==> src/rtl/counter_timer_n.sv <==
// counter_timer_n: prescaled timer/counter with CTC and PWM modes behind a byte-wide register window.
// Define COUNTER_TIMER_N_UPDOWN_EN to enable up-down PWM in mode 11 (otherwise mode 11 acts as idle).
module counter_timer_n #(
  parameter logic [7:0]  BASE_ADDRESS = 8'h00,
  parameter int unsigned WIDTH        = 8,
  parameter int unsigned CHANNELS     = 2
) (
  input  logic                clk,
  input  logic                rst,
  input  logic [7:0]          din,
  input  logic [7:0]          address,
  input  logic                w_en,
  input  logic                r_en,
  output logic [7:0]          dout,
  output logic [CHANNELS-1:0] out,
  output logic [CHANNELS-1:0] out_en,
  output logic                irq
);
  localparam int unsigned NF   = CHANNELS + 1;
  localparam bit          WIDE = (WIDTH == 16);

  typedef enum logic [1:0] {
    MODE_IDLE  = 2'b00,
    MODE_CTC   = 2'b01,
    MODE_FPWM  = 2'b10,
    MODE_UDPWM = 2'b11
  } mode_t;

  // Storage is always 16 bits wide; high bytes stay zero when WIDTH is 8.
  mode_t               mode, mode_n, mode_eff;
  logic [15:0]         scale, scale_n, presc, presc_n;
  logic [15:0]         top_a, top_a_n, top_b, top_b_n, cnt, cnt_n, nxt;
  logic [15:0]         cmp_a   [CHANNELS];
  logic [15:0]         cmp_a_n [CHANNELS];
  logic [15:0]         cmp_b   [CHANNELS];
  logic [15:0]         cmp_b_n [CHANNELS];
  logic [NF-1:0]       oen, oen_n, ien, ien_n, flags, flags_n, fset, fclr;
  logic [CHANNELS-1:0] out_n;
  logic [7:0]          shadow, shadow_n, dout_n, rdata, off;
  logic                tick, clr_presc, mode_chg, load, wrap, irq_n;
`ifdef COUNTER_TIMER_N_UPDOWN_EN
  logic                dir, dir_n, up;
`endif

  assign off    = address - BASE_ADDRESS;
  assign out_en = oen[CHANNELS-1:0];

  // Next-state: bus writes, read mux, prescaler, counter and compare logic.
  always_comb begin
    mode_n    = mode;
    scale_n   = scale;
    presc_n   = presc;
    top_a_n   = top_a;
    top_b_n   = top_b;
    cnt_n     = cnt;
    nxt       = cnt;
    oen_n     = oen;
    ien_n     = ien;
    out_n     = out;
    shadow_n  = shadow;
    dout_n    = dout;
    rdata     = 8'h00;
    fset      = '0;
    fclr      = '0;
    clr_presc = 1'b0;
    mode_chg  = 1'b0;
    load      = 1'b0;
    wrap      = 1'b0;
`ifdef COUNTER_TIMER_N_UPDOWN_EN
    dir_n     = dir;
    up        = 1'b1;
`endif
    for (int i = 0; i < CHANNELS; i++) begin
      cmp_a_n[i] = cmp_a[i];
      cmp_b_n[i] = cmp_b[i];
    end

    mode_eff = mode;
`ifndef COUNTER_TIMER_N_UPDOWN_EN
    if (mode == MODE_UDPWM) mode_eff = MODE_IDLE;
`endif

    if (w_en) begin
      case (off)
        8'd0: begin scale_n[7:0] = din; clr_presc = 1'b1; end
        8'd1: if (WIDE) begin scale_n[15:8] = din; clr_presc = 1'b1; end
        8'd2: begin
          mode_n = mode_t'(din[1:0]);
          if (mode_t'(din[1:0]) != mode) mode_chg = 1'b1;
        end
        8'd3: oen_n = din[NF-1:0];
        8'd4: ien_n = din[NF-1:0];
        8'd5: fclr  = din[NF-1:0];
        8'd6: top_b_n[7:0] = din;
        8'd7: if (WIDE) top_b_n[15:8] = din;
        default: begin
          for (int i = 0; i < CHANNELS; i++) begin
            if (off == 8'(10 + 2 * i)) cmp_b_n[i][7:0] = din;
            if (WIDE && off == 8'(11 + 2 * i)) cmp_b_n[i][15:8] = din;
          end
        end
      endcase
    end

    case (off)
      8'd0: rdata = scale[7:0];
      8'd1: rdata = WIDE ? scale[15:8] : 8'h00;
      8'd2: rdata = {6'd0, mode};
      8'd3: rdata = 8'(oen);
      8'd4: rdata = 8'(ien);
      8'd5: rdata = 8'(flags);
      8'd6: rdata = top_b[7:0];
      8'd7: rdata = WIDE ? top_b[15:8] : 8'h00;
      8'd8: rdata = cnt[7:0];
      8'd9: rdata = WIDE ? shadow : 8'h00;
      default: begin
        for (int i = 0; i < CHANNELS; i++) begin
          if (off == 8'(10 + 2 * i)) rdata = cmp_b[i][7:0];
          if (WIDE && off == 8'(11 + 2 * i)) rdata = cmp_b[i][15:8];
        end
      end
    endcase
    if (r_en) begin
      dout_n = rdata;
      if (off == 8'd8) shadow_n = cnt[15:8];
    end

    tick    = (presc == scale);
    presc_n = tick ? 16'd0 : presc + 16'd1;
    if (clr_presc || mode_chg) presc_n = 16'd0;

    if (mode_chg) begin
      cnt_n = 16'd0;
      out_n = '0;
`ifdef COUNTER_TIMER_N_UPDOWN_EN
      dir_n = 1'b1;
`endif
    end else if (mode_eff == MODE_IDLE) begin
      cnt_n   = 16'd0;
      out_n   = '0;
`ifdef COUNTER_TIMER_N_UPDOWN_EN
      dir_n   = 1'b1;
`endif
      top_a_n = top_b_n;
      for (int i = 0; i < CHANNELS; i++) cmp_a_n[i] = cmp_b_n[i];
    end else if (tick) begin
      case (mode_eff)
        MODE_CTC, MODE_FPWM: begin
          wrap    = (cnt == top_a);
          nxt     = wrap ? 16'd0 : cnt + 16'd1;
          fset[0] = wrap;
          load    = wrap;
        end
`ifdef COUNTER_TIMER_N_UPDOWN_EN
        MODE_UDPWM: begin
          // Direction reverses at TOP and at 0; TOP=0 pins the counter.
          if (top_a == 16'd0) begin
            up  = 1'b1;
            nxt = 16'd0;
          end else begin
            up  = dir ? (cnt != top_a) : (cnt == 16'd0);
            nxt = up ? cnt + 16'd1 : cnt - 16'd1;
          end
          dir_n   = up;
          fset[0] = (nxt == top_a);
          load    = (nxt == 16'd0);
        end
`endif
        default: ;
      endcase
      cnt_n = nxt;
      for (int i = 0; i < CHANNELS; i++) begin
        fset[i+1] = (nxt == cmp_a[i]);
        out_n[i]  = (mode_eff == MODE_CTC) ? (out[i] ^ (nxt == cmp_a[i])) : (nxt < cmp_a[i]);
      end
      if (load) begin
        top_a_n = top_b_n;
        for (int i = 0; i < CHANNELS; i++) cmp_a_n[i] = cmp_b_n[i];
      end
    end

    // A set in the same cycle as a write-1 clear wins.
    flags_n = (flags & ~fclr) | fset;
    irq_n   = |(flags_n & ien_n);
  end

  always_ff @(posedge clk or negedge rst) begin
    if (!rst) begin
      mode   <= MODE_IDLE;
      scale  <= '0;
      presc  <= '0;
      top_a  <= '0;
      top_b  <= '0;
      cnt    <= '0;
      oen    <= '0;
      ien    <= '0;
      flags  <= '0;
      out    <= '0;
      shadow <= '0;
      dout   <= '0;
      irq    <= 1'b0;
`ifdef COUNTER_TIMER_N_UPDOWN_EN
      dir    <= 1'b1;
`endif
      for (int i = 0; i < CHANNELS; i++) begin
        cmp_a[i] <= '0;
        cmp_b[i] <= '0;
      end
    end else begin
      mode   <= mode_n;
      scale  <= scale_n;
      presc  <= presc_n;
      top_a  <= top_a_n;
      top_b  <= top_b_n;
      cnt    <= cnt_n;
      oen    <= oen_n;
      ien    <= ien_n;
      flags  <= flags_n;
      out    <= out_n;
      shadow <= shadow_n;
      dout   <= dout_n;
      irq    <= irq_n;
`ifdef COUNTER_TIMER_N_UPDOWN_EN
      dir    <= dir_n;
`endif
      for (int i = 0; i < CHANNELS; i++) begin
        cmp_a[i] <= cmp_a_n[i];
        cmp_b[i] <= cmp_b_n[i];
      end
    end
  end

endmodule

==> config.mk <==
export PLATFORM = sky130hd
export DESIGN_NAME = counter_timer_n
export DESIGN_NICKNAME = d
export VERILOG_FILES = /design/src/rtl/counter_timer_n.sv
export SDC_FILE = /design/constraint.sdc
export NUM_CORES = 1
export LEC_CHECK = 0
export CAP_MARGIN = 20
export CORE_MARGIN = 3
export CORE_UTILIZATION = 45
export CTS_BUF_LIST = sky130_fd_sc_hd__clkbuf_4
export DETAILED_ROUTE_END_ITERATION = 7
export PLACE_DENSITY = 0.65
export SYNTH_ARGS = -nofsm -noshare
export SYNTH_HDL_FRONTEND = slang
export SYNTH_SLANG_ARGS = --single-unit
==> constraint.sdc <==
create_clock -name clk -period 3.4 [get_ports clk]
set_input_delay 0.68 -clock clk [delete_from_list [all_inputs] [get_ports clk]]
set_output_delay 0.68 -clock clk [all_outputs]
set_load 0.01 [all_outputs]
==> summary.md, run 1 <==
| Metric | Value |
|---|---|
| Initial Util | `46.72%` |
| Vias per Instance | `5.637` |
| Worst R2R Setup Slack | `130 ps` |
| GP Congestion | `0.8594` |
| CTS Buf Count | `9` |
| # port buffers | `32` |
| Sequential share of the synthesized area | `46.12%` |
| Post-DP HPWL | `11210 um` |
| Ys async rst share | `100.0%` |
| Yosys reg bits | `110` |
| Final Hold Viols | `0` |
| Syn Std Cell Area | `5968 um2` |
| Worst hold path class | `in2async` |
| Layout cell share with drive strength beyond 1 | `20.30%` |
| Core area | `12770 um2` |
| Max-cap violations | `0` |
| Die Y-Extent | `121.2 um` |
| Ranking of synthesized cells by area | `dfrtp_1 46%, mux2_2 9.6%, xnor2_1 4.1%` |
| # nets final | `692` |
| Family with the most delay on the worst path | `compound AO/OA/AOI/OAI gates` |
| Vias | `4690` |
| DRC | `0` |
| Initial DRC Count | `401` |
| CP max stage cell | `dfrtp_1` |
| 1st-pass router iterations | `5` |
| Critical Setup Path Class | `reg2reg` |
| Post-synth top flop | `dfrtp_1` |
| Number of global-route vias before repair | `4641` |
| Largest net degree at the start of global routing | `62` |
| Final hold slack | `187.9 ps` |
| Worst-Margin Slew | `741.1 ps` |
| Clock slew at reported path FFs | `170 ps` |
| Clock buffer depth | `2` |
| Routed Antenna Nets | `0` |
| Req. time, crit path | `3820 ps` |
| H-tree depth | `3` |
| Syn avg cell area | `10.03 um2` |
| Outcome | `complete, no violations` |
| Gr usage total | `20.92%` |
| Max Clk Rate | `0.3059 GHz` |
| CP Cell Sequence | `xnor2_1 -> nand4b_1 -> nor3_2 -> buf_4 -> or2_2 -> o31ai_2 -> ha_1 -> a21o_1 -> a21oi_1 -> o21ai_0 -> a221o_1 -> a2111oi_1 -> a21oi_1 -> o211ai_1` |
| Setup TNS | `0 ps` |
| Horiz. Die Dim | `121.2 um` |
| Most frequent cell after synthesis | `dfrtp_1` |
| Post-synth EDFFs | `0` |
| Worst vdd ir | `0.2919 mV` |
| Buffers & Inverters on Critical Path | `1` |
| Clk Latency, worst-skew pair | `490 ps` |
| Clk sink count | `110` |
| Die area | `14680 um2` |
| Drt wl/cell | `17.55 um` |
| P&R area growth vs syn | `15.24%` |
| Crit path DAT | `3690 ps` |
| Max incr delay on CP | `430 ps` |
| Startpoint types | `flip-flop` |
| Leak | `3.040 nW` |
| Syn nets | `632` |
| Yosys warnings | `0` |
| Initial antenna violation count | `0` |
| Final WS setup | `131.3 ps` |
| Synth cell count leaders | `110 x dfrtp_1, 56 x nor2_1, 51 x mux2_2, 50 x nand2_1, 40 x o21ai_0` |
| Rows | `41` |
| Min Tclk post-route | `3269 ps` |
| Final period utilization | `96.14%` |
| Top cell type by total area after synthesis | `dfrtp_1` |
| Diode count | `0` |
| CTS tree | `yes` |
| Yosys cell types | `61` |
| I/O Pins | `33` |
| Share of the synthesized area in the top cell type | `46.12%` |
| PD cells | `557.8 nW/um2` |
| Dpl ws | `50.30 ps` |
| Final Max Tran Viols | `0` |
| Syn Inst Count | `595` |
| Setup Viol. Count Final | `0` |
| Root buffer cell | `clkbuf_4` |
| DRT Wirelength | `14600 um` |
| Slew Limit Headroom | `50.41%` |
| Setup crit end kind | `flip-flop` |
| Total gr overflow | `0` |
| Worst clock skew | `25.56 ps` |
| Number of fill cells | `1157` |
| Most used cell, CP | `a21oi_1` |
| First-pass GRT wire length | `24020 um` |
| CP Max Fanout | `6` |
-- power by group --
group | switching [mW] | internal (mW)
Sequential | 0.180 | 1.50
Clock | 0.431 | 0.145
Combinational | 0.878 | 0.708
Total | 1.49 | 2.35
-- kinds of logic after synthesis --
group	after synthesis	synth area share (%)
AND/OR/NAND/NOR	201	17.15
AO/OA/AOI/OAI	110	11.99
flip-flops	110	46.12
multiplexers	59	10.96
buffers and inverters	55	3.899
XOR/XNOR	43	6.310
adder cells (fa/ha/maj)	17	3.564
-- worst paths after layout --
kind                            startpoint         to  cells after the start
worst min register to register     dout[5]    dout[5]                      2
min in group clk                   dout[5]    dout[5]                      2
max in group asynchronous              rst  cmp_b[21]                      2
worst max-delay path              top_a[5]     out[0]                     14
worst min-delay path                   rst  presc[13]                      1
worst max register to register    top_a[5]     out[0]                     14
-- stage by stage --
step / instance area, um2 / total power [mW] / instances / util, %
3_5_place_dp: 6726 / 3.217 / 814 / 52.66
4_1_cts: 6834 / 3.794 / 830 / 53.50
2_1_floorplan: 5968 / 2.633 / 595 / -
3_3_place_gp: 6726 / 3.172 / 814 / 52.66
5_1_grt: 6878 / 4.106 / 832 / 53.84
6_report: 6878 / 3.837 / 832 / 53.84
-- worst reg2reg max path, stage by stage (launching register included) --
cell,delay (ps)
dfrtp_1,430
xnor2_1,160
nand4b_1,200
nor3_2,70
buf_4,160
or2_2,310
o31ai_2,250
ha_1,300
a21o_1,180
a21oi_1,170
o21ai_0,120
a221o_1,350
a2111oi_1,270
a21oi_1,70
o211ai_1,180
-- cells in the final DEF, fill, tap and decap left out, types with 5 or more instances in the layout --
cell type / netlist / routed
buf_4: 2 / 49
nand3_1: 20 / 20
ha_1: 17 / 17
nand4_1: 12 / 12
and2_1: 5 / 5
o31ai_1: 7 / 6
a21oi_1: 20 / 20
nor3_1: 9 / 7
dfrtp_1: 110 / 110
o21ai_0: 40 / 37
a221oi_1: 5 / 5
xor2_1: 15 / 15
and3_1: 8 / 8
nor2b_1: 5 / 5
inv_1: 22 / 22
nor4_1: 7 / 7
mux2i_1: 8 / 8
nor2_1: 56 / 53
clkbuf_4: 0 / 9
clkdlybuf4s50_1: 0 / 31
nand2_1: 50 / 50
xnor2_1: 28 / 28
mux2_2: 51 / 51
-- metal layers --
| layer | vias up | global-route usage [%] | wire (um) |
|---|---|---|---|
| li1 | 2235 | - | - |
| met5 | - | 0 | 0 |
| met1 | 2334 | 28.12 | 6762 |
| met2 | 99 | 33.80 | 6923 |
| met3 | 22 | 4.802 | 574 |
| met4 | 0 | 6.513 | 337 |
-- sequential cells by signal, indices dropped and copies added, names as in the netlist --
register,flops
flags,3
dout,8
top_b,8
cmp_b,16
ien,3
out,2
cnt,16
top_a,8
mode,2
oen,3
scale,8
presc,16
irq,1
cmp_a,16
-- final cells by class --
cell class	instances	area, um2	area share, %
clock buffers	9	67.56	0.9824
clock inverters	7	40.04	0.5821
repair buffers	82	713.2	10.37
inverters	22	82.58	1.201
multi-input cells	430	3007	43.71
flip-flops and latches	110	2753	40.02
well taps	172	215.2	3.129
-- what timing repair did --
action,4_1_cts,5_1_grt
buffers inserted,0,1
hold buffers,0,0
setup endpoints to repair,0,3
resized for setup,0,9
(Power assumes the default switching activity.)
==> run 2: changes to the inputs <==
Settings changed: CELL_PAD_IN_SITES_DETAIL_PLACEMENT set to 1, CELL_PAD_IN_SITES_GLOBAL_PLACEMENT set to 1, CORE_UTILIZATION 45 to 44, MAX_ROUTING_LAYER set to met4, PLACE_DENSITY 0.65 to not set, PLACE_DENSITY_LB_ADDON set to 0.1.
==> summary.md, run 2 (synthesized netlist as in run 1, its figures left out) <==
| Metric | Value |
|---|---|
| NetSw | `1.567 mW (was 1.488 mW)` |
| Final Hold Viols | `0 (unchanged)` |
| Worst-Margin Slew | `861.0 ps (was 741.1 ps)` |
| CP Depth | `9 (was 14)` |
| Vias per Instance | `5.730 (was 5.637)` |
| Critical Setup Path Class | `reg2reg (unchanged)` |
| Vias | `4779 (was 4690)` |
| Worst vdd ir | `0.2827 mV (was 0.2919 mV)` |
| Setup crit end kind | `flip-flop (unchanged)` |
| Startpoint types | `flip-flop (unchanged)` |
| CTS tree | `yes (unchanged)` |
| Family with the most delay on the worst path | `simple AND/OR/NAND/NOR gates (was compound AO/OA/AOI/OAI gates)` |
| Max incr delay on CP | `560 ps (was 430 ps)` |
| Setup Viol. Count Final | `0 (unchanged)` |
| Total gr overflow | `0 (unchanged)` |
| I/O Pins | `33 (unchanged)` |
| GP Congestion | `0.8997 (was 0.8594)` |
| Outcome | `complete, no violations (unchanged)` |
| Drt wl/cell | `20.70 um (was 17.55 um)` |
| CP Cell Sequence | `inv_1 -> ha_4 -> nand4b_1 -> or4_4 -> or4b_4 -> a211oi_2 -> nand4_1 -> and2_4 -> o31ai_2 (was xnor2_1 -> nand4b_1 -> nor3_2 -> buf_4 -> or2_2 -> o31ai_2 -> ha_1 -> a21o_1 -> a21oi_1 -> o21ai_0 -> a221o_1 -> a2111oi_1 -> a21oi_1 -> o211ai_1)` |
| Gr usage total | `25.41% (was 20.92%)` |
| Clk sink count | `110 (unchanged)` |
| Comb pwr share | `39.5% (was 41.3%)` |
| Tot Pwr | `4.033 mW (was 3.837 mW)` |
| H-tree depth | `3 (unchanged)` |
| Number of fill cells | `1447 (was 1157)` |
| Clock power share | `19.0% (was 15.0%)` |
| Area of the multi-input gates | `3055 um2 (was 3007 um2)` |
| Root buffer cell | `clkbuf_4 (unchanged)` |
| Leak | `3.069 nW (was 3.040 nW)` |
| PD cells | `577.2 nW/um2 (was 557.8 nW/um2)` |
| Req. time, crit path | `3810 ps (was 3820 ps)` |
| Largest net degree at the start of global routing | `47 (was 62)` |
| DRT Wirelength | `17260 um (was 14600 um)` |
| Most frequent cells in the layout | `110 x dfrtp_1, 53 x nor2_1, 51 x mux2_2, 51 x buf_4, 50 x nand2_1 (was 110 x dfrtp_1, 53 x nor2_1, 51 x mux2_2)` |
| Buffers & Inverters on Critical Path | `1 (unchanged)` |
| Die area | `15000 um2 (was 14680 um2)` |
| Clk Latency, worst-skew pair | `500 ps (was 490 ps)` |
| R2r startpoint | `mode[1] (was top_a[5])` |
| Slew Limit Headroom | `41.85% (was 50.41%)` |
| Routed Antenna Nets | `0 (unchanged)` |
| Worst clock skew | `20.27 ps (was 25.56 ps)` |
| R2r endpoint | `irq (was out[0])` |
| Min Tclk post-route | `3212 ps (was 3269 ps)` |
| Initial antenna violation count | `1 (was 0)` |
| Initial DRC Count | `242 (was 401)` |
| Commonest non-fill, non-tap cell in the layout | `dfrtp_1 (unchanged)` |
| Rows | `41 (unchanged)` |
| Final hold slack | `159.8 ps (was 187.9 ps)` |
| # nets final | `693 (was 692)` |
| Crit path DAT | `3620 ps (was 3690 ps)` |
| Initial Util | `46.17% (was 46.72%)` |
| Final period utilization | `94.46% (was 96.14%)` |
| Worst hold path class | `in2async (unchanged)` |
| FF+latch area | `2753 um2 (unchanged)` |
| Max-cap violations | `0 (unchanged)` |
| Max Clk Rate | `0.3114 GHz (was 0.3059 GHz)` |
| CP Max Fanout | `10 (was 6)` |
| CTS Buf Count | `9 (unchanged)` |
| Core area | `12930 um2 (was 12770 um2)` |
| Clock buffer depth | `2 (unchanged)` |
| First-pass GRT wire length | `28390 um (was 24020 um)` |
| Number of global-route vias before repair | `5229 (was 4641)` |
| Clock slew at reported path FFs | `160 ps (was 170 ps)` |
| CP max stage cell | `or4_4 (was dfrtp_1)` |
| Die Y-Extent | `122.5 um (was 121.2 um)` |
| Worst R2R Setup Slack | `190 ps (was 130 ps)` |
| P&R area growth vs syn | `17.06% (was 15.24%)` |
| DRC | `0 (unchanged)` |
| 1st-pass router iterations | `4 (was 5)` |
| Reg power frac | `41.5% (was 43.7%)` |
| Switching part of the total power | `38.86% (was 38.80%)` |
| Worst r2r path cells | `9 (was 14)` |
| Hold_buf cts | `0 (unchanged)` |
| Int Pwr | `2.466 mW (was 2.348 mW)` |
| Final Max Tran Viols | `0 (unchanged)` |
| # port buffers | `32 (unchanged)` |
| Horiz. Die Dim | `122.5 um (was 121.2 um)` |
| Post-DP HPWL | `13270 um (was 11210 um)` |
| Layout cell share with drive strength beyond 1 | `21.94% (was 20.30%)` |
-- run 2: cell count changes in the layout (fill, tap and decap cells not counted), moves of 2 or more --
cell / change
clkinv_1: -3
buf_4: +2
bufinv_16: +2
clkinvlp_4: +2
nor4_1: -2
nor4_2: +2
-- run 2: power by group through the flow --
stage	clock (mW)	sequential, mW	combinational [mW]
2_1_floorplan	0	1.65	0.982
3_3_place_gp	0	1.68	1.49
3_5_place_dp	0	1.70	1.53
4_1_cts	0.792	1.67	1.55
5_1_grt	0.833	1.71	1.77
6_report	0.765	1.68	1.59
-- run 2: worst max-delay path by stage --
stage | to | startpoint
after floorplan | out[0] | cnt[12]
after global placement | irq | address[5]
after detailed placement | irq | address[5]
after CTS | out[0] | cnt[14]
after global routing | irq | mode[1]
final | irq | mode[1]
-- run 2: routing by layer --
layer	vias up	part of all wire (%)	global-route usage (%)
met5	-	0	-
met1	2435	45	31.79
met4	0	1.7	6.928
li1	2239	-	-
met2	80	50	42.80
met3	25	3.0	4.378
-- run 2: area by class of cell --
class / instances / share of cell area (%)
antenna: 1 / 0.03582
clock buffer: 9 / 0.9670
clock inverter: 7 / 1.397
inverter: 22 / 1.182
multi-input combinational: 430 / 43.73
sequential: 110 / 39.40
tap: 172 / 3.080
timing repair buffer: 83 / 10.21
-- run 2: per-stage QoR --
step                cells  setup slack, ps  TNS (ps)  instance area (um2)  utilization, %
floorplan             595            154.6         0                 5968               -
global placement      816           -21.91    -21.91                 6741           52.15
detailed placement    816           -10.07    -10.07                 6741           52.15
CTS                   832            38.34         0                 6912           53.46
global route          834           -11.67    -11.67                 6987           54.05
finish                834            188.3         0                 6987           54.05
-- run 2: timing repair --
| item | CTS | global route |
|---|---|---|
| setup buffers | 0 | 1 |
| pin swaps | 0 | 4 |
| endpoints found under the setup margin | 1 | 4 |
| gates resized for setup | 1 | 17 |
-- run 2: worst register-to-register path: stages, from the launching register on --
cell and delay, ps:
dfrtp_1 430, inv_1 140, ha_4 250, nand4b_1 330
or4_4 560, or4b_4 500, a211oi_2 240, nand4_1 230
and2_4 230, o31ai_2 240
==> run 3: changes to the inputs <==
Settings changed: SLEW_MARGIN set to 15.
==> results of run 3 <==
Final layout, timing and power as in run 2 (identical DEF).
